$ cat src/rtl/mastermind_round_tracker.sv
// mastermind_round_tracker
// Sits after the Mastermind compare datapath. Takes one scored guess per
// result_valid pulse, counts guesses, decides WIN/LOSE, drives the red/white
// result digits and blinks them once the game is over.
// Optional feature macro: MM_HISTORY_EN keeps a per-guess history readable
// through hist_sel. Without it the hist_* outputs are tied to zero.
module mastermind_round_tracker #(
   parameter int MAX_GUESSES = 8,
   parameter int BLINK_DIV   = 25_000_000
) (
   input  logic       clk,
   input  logic       resetn,
   input  logic       new_game,
   input  logic       result_valid,
   input  logic [2:0] red_in,
   input  logic [2:0] white_in,
   input  logic [2:0] hist_sel,
   output logic [1:0] game_state,
   output logic       accept_guess,
   output logic [3:0] guess_count,
   output logic [2:0] disp_red,
   output logic [2:0] disp_white,
   output logic       disp_blank,
   output logic       err_sticky,
   output logic [2:0] hist_red,
   output logic [2:0] hist_white,
   output logic       hist_valid
);

   typedef enum logic [1:0] {
      PLAY = 2'd0,
      WIN  = 2'd1,
      LOSE = 2'd2
   } state_t;

   localparam int CW = $clog2(BLINK_DIV);
   localparam int IW = (MAX_GUESSES > 1) ? $clog2(MAX_GUESSES) : 1;
   localparam logic [3:0]    MAX_CNT    = 4'(MAX_GUESSES);
   localparam logic [CW-1:0] BLINK_LAST = CW'(BLINK_DIV - 1);

   state_t        state;
   state_t        state_next;
   logic [CW-1:0] blink_cnt;
   logic          take;
   logic          bad;

   // A result is usable only if each count and their 4-bit sum stay within 0..4.
   function automatic logic well_formed(input logic [2:0] r, input logic [2:0] w);
      logic [3:0] sum;
      sum = {1'b0, r} + {1'b0, w};
      return (r <= 3'd4) && (w <= 3'd4) && (sum <= 4'd4);
   endfunction

   // new_game drops any same-cycle result; results outside PLAY are ignored.
   assign take = result_valid && !new_game && (state == PLAY) &&  well_formed(red_in, white_in);
   assign bad  = result_valid && !new_game && (state == PLAY) && !well_formed(red_in, white_in);

   assign game_state = state;

   // State register.
   always_ff @(posedge clk) begin
      if (!resetn) state <= PLAY;
      else         state <= state_next;
   end

   // Next-state decision: a 4-red result wins even on the final guess.
   always_comb begin
      state_next = state;
      if (new_game) begin
         state_next = PLAY;
      end else begin
         case (state)
            PLAY: begin
               if (take) begin
                  if (red_in == 3'd4)                       state_next = WIN;
                  else if (guess_count + 4'd1 == MAX_CNT)   state_next = LOSE;
               end
            end
            WIN:     state_next = WIN;
            LOSE:    state_next = LOSE;
            default: state_next = PLAY;
         endcase
      end
   end

   // accept_guess is registered alongside the state it decodes.
   always_ff @(posedge clk) begin
      if (!resetn) accept_guess <= 1'b1;
      else         accept_guess <= (state_next == PLAY);
   end

   // Guess counter, displayed result and malformed-result flag.
   always_ff @(posedge clk) begin
      if (!resetn || new_game) begin
         guess_count <= 4'd0;
         disp_red    <= 3'd0;
         disp_white  <= 3'd0;
         err_sticky  <= 1'b0;
      end else begin
         if (take) begin
            if (guess_count < MAX_CNT) guess_count <= guess_count + 4'd1;
            disp_red   <= red_in;
            disp_white <= white_in;
         end
         if (bad) err_sticky <= 1'b1;
      end
   end

   // Blink divider: idle at zero during PLAY, toggles disp_blank on every wrap.
   always_ff @(posedge clk) begin
      if (!resetn || new_game || (state == PLAY)) begin
         blink_cnt  <= '0;
         disp_blank <= 1'b0;
      end else if (blink_cnt == BLINK_LAST) begin
         blink_cnt  <= '0;
         disp_blank <= ~disp_blank;
      end else begin
         blink_cnt  <= blink_cnt + 1'b1;
      end
   end

`ifdef MM_HISTORY_EN
   logic [5:0]             hist_mem [MAX_GUESSES];
   logic [MAX_GUESSES-1:0] hist_vld;
   logic [IW-1:0]          wr_idx;
   logic [IW-1:0]          rd_idx;

   // guess_count is always below MAX_GUESSES while a result is taken.
   assign wr_idx = guess_count[IW-1:0];
   assign rd_idx = hist_sel[IW-1:0];

   // Valid bits are cleared at the start of every game.
   always_ff @(posedge clk) begin
      if (!resetn || new_game) hist_vld <= '0;
      else if (take)           hist_vld[wr_idx] <= 1'b1;
   end

   // Entry payload needs no reset; the valid bit qualifies it.
   always_ff @(posedge clk) begin
      if (take) hist_mem[wr_idx] <= {red_in, white_in};
   end

   // Combinational read; unwritten or out-of-range entries read as zero.
   always_comb begin
      hist_valid = 1'b0;
      hist_red   = 3'd0;
      hist_white = 3'd0;
      if (int'(hist_sel) < MAX_GUESSES) begin
         hist_valid = hist_vld[rd_idx];
         if (hist_vld[rd_idx]) begin
            hist_red   = hist_mem[rd_idx][5:3];
            hist_white = hist_mem[rd_idx][2:0];
         end
      end
   end
`else
   logic unused_hist_sel;

   assign unused_hist_sel = ^hist_sel;
   assign hist_valid      = 1'b0;
   assign hist_red        = 3'd0;
   assign hist_white      = 3'd0;
`endif

endmodule

$ cat config.mk
export PLATFORM = sky130hd
export DESIGN_NAME = mastermind_round_tracker
export DESIGN_NICKNAME = d
export VERILOG_FILES = /design/src/rtl/mastermind_round_tracker.sv
export SDC_FILE = /design/constraint.sdc
export NUM_CORES = 1
export LEC_CHECK = 0
export BUFFER_PORTS_ARGS = -buffer_cell sky130_fd_sc_hd__buf_2
export CAP_MARGIN = 25
export CORE_ASPECT_RATIO = 1.5
export CORE_MARGIN = 4
export CORE_UTILIZATION = 59
export CTS_CLUSTER_SIZE = 14
export DETAILED_ROUTE_END_ITERATION = 6
export PLACE_DENSITY_LB_ADDON = 0.12
export SKIP_CTS_REPAIR_TIMING = 1
export SLEW_MARGIN = 20
export SYNTH_ARGS = -nofsm -noshare
export SYNTH_HDL_FRONTEND = slang
export SYNTH_SLANG_ARGS = --single-unit
export TNS_END_PERCENT = 30
$ cat constraint.sdc
create_clock -name clk -period 5 [get_ports clk]
set_clock_uncertainty 0.05 [all_clocks]
set_input_delay 0.75 -clock clk [delete_from_list [all_inputs] [get_ports clk]]
set_output_delay 0.75 -clock clk [all_outputs]
set_load 0.01 [all_outputs]
==> flow_summary.ini <==
[power_and_ir_drop]
leakage_nw = 0.8820
ir_drop_mv = 0.2191
power_density_nw_per_um2 = 247.0
p_total_mw = 0.5946

[timing]
finalMaxSlewViolations = 0
setup_viol = 0
tightest_slew_ps = 997.9
rsz0062_at_grt = false
fin_crit_sh_pct = 56.59
hold_viol_final = 0
slew_headroom_pct = 32.98
fmax_ghz = 0.3534
tns_ps = 0
fin_crit_ps = 2829
hold_ws_ps = 411.4
fin_ws_ps = 2171

[grt]
grt_overflow = 0
grt_antenna_before_repair = 0
grt_max_degree = 28
track_usage_pct = 20.70
grt_pass1_vias = 1746
grt_pass1_wl_mm = 7.590

[die]
start_util_pct = 63.08
core_area_sq_um = 3481
io_pins = 35
fp.dieArea_sq_um = 4782
rows = 26
die_h_um = 82.72
die_width_um = 57.81

[yosys]
synth_cell_types = 58
ys_seq_elements = 40
ys_seq_area_share_pct = 36.47
synth_cells = 236
netlist_area_sq_um = 2196
ys_warn_count = 0
synth_edf_count = 0
syn_avg_cell_area_sq_um = 9.304
synthArstFlopShare_pct = 0
ys.flop_type = dfxtp_1

[final_layout]
finish.utilization_pct = 69.16
nets = 279
fillers = 287
layout-drive-gt1-share_pct = 21.54
final_cell_area_sq_um = 2407
syn_to_final_growth_pct = 9.630
fin_cells = 302
n_antenna_cell = 0

[setup_path]
crit_fanout = 17
critPathRequiredTime_ps = 5130
crit_arrival_ps = 2960
startpoint_type = flip-flop
criticalPathCategory = reg -> reg
cp-end-kind = flip-flop

[clocking]
clkLatencyLatePin_ps = 290
cts_buffers = 5
cts_root_buf = clkbuf_8
clock_sinks = 40
path_clk_slew_ps = 70
tritoncts = done
cts_buffer_depth = 2
htreeDepth = 2

[place]
dp.cells = 295
gp_congestion = 0.8049
io_buffers = 24
place_worst_setup_slack_ps = 2142
place_area_sq_um = 2311
dp_hpwl_mm = 3.272

[drt]
dr_wl_met3_um = 140
met2_length_mm = 2.442
drc = 0
postRouteAntennaNets = 0
vias_per_cell = 6.142
drtIter0Drc = 42
first_pass_iters = 4
topRoutingLayerUsed = met4
wirelength_mm = 4.459
wl_per_cell_um = 14.76
vias = 1855
m1WireLength_mm = 1.736

[outcome]
status = finished, final reports clean

[flow_run]
max_cap_viol_count = 0

[min_path]
hold_class = reg -> reg
==> state kept, by name, indices dropped and copies added (netlist names) <==
signal        count
blink_cnt        25
disp_red          3
accept_guess      1
disp_white        3
game_state        2
disp_blank        1
guess_count       4
err_sticky        1
==> critical path, cell delays in order (launching register included) <==
cell	delay, ps
dfxtp_1	370
ha_1	210
and4_1	450
nand2_4	100
nor4_4	890
buf_4	310
mux2_2	340
==> layout by cell type, fill, tap and decap left out, drive strengths merged, types with 7 or more instances in the layout <==
cell / count
xnor2: 7
nor3: 14
nand4: 8
nand2: 13
conb: 7
o31ai: 7
inv: 7
clkbuf: 7
dfxtp: 40
a211oi: 12
buf: 27
and4: 7
xor2: 7
o21ai: 10
a21oi: 11
nand3: 14
nor2: 7
==> Yosys cell counts, types with 7 or more instances <==
cell type	count	area share, %
a211oi_1	8	2.7
a21oi_1	11	2.5
buf_4	7	2.4
dfxtp_1	40	36
inv_1	7	1.2
nand2_1	12	2.1
nand3_1	13	3.0
nor2_1	7	1.2
nor3_1	14	3.2
o21ai_0	9	2.1
o31ai_1	7	2.4
xnor2_1	7	2.8
xor2_1	7	2.8
==> routing by layer <==
| layer | track usage, % | up-vias |
|---|---|---|
| met5 | 0 | - |
| met4 | 12.06 | 0 |
| met3 | 3.888 | 11 |
| met2 | 39.48 | 33 |
| met1 | 20.38 | 891 |
| li1 | - | 920 |
==> cells by family after synthesis <==
group                      after synthesis  share of synthesized area (%)
xor gates and xnor gates                14                          5.584
DFF                                     40                          36.47
muxes                                    2                         0.9686
AOI/OAI and AO/OA                       55                          18.58
and+or+nand+nor                         95                          28.43
adders and majority gates                6                          3.761
buffers and inverters                   23                          6.040
other                                    1                         0.1708
==> final cells by class <==
type                            count  area (sq um)  area share, %
Clock buffer                        7         96.34          4.002
Inverter                            7         26.28          1.091
Multi-Input combinational cell    179          1289          53.53
Sequential cell                    40         800.8          33.26
Tap cell                           42         52.55          2.183
Timing Repair Buffer               27         142.6          5.925
==> power by group <==
group	internal, mW	switching (mW)	leakage, nW
registers	0.319	0.000500	0.322
logic	0.0157	0.0292	0.510
clock network	0.123	0.107	0.0503
==> path summary, 6_finish.rpt <==
kind / startpoint / endpoint / slack [ps] / depth (start not counted)
hold reg to reg: err_sticky / err_sticky / 410 / 1
hold / removal: err_sticky / err_sticky / 410 / 1
setup / recovery: blink_cnt[0] / disp_blank / 2170 / 6
setup reg to reg: blink_cnt[0] / disp_blank / 2170 / 6
No activity file was read; power rests on OpenSTA's default activity.
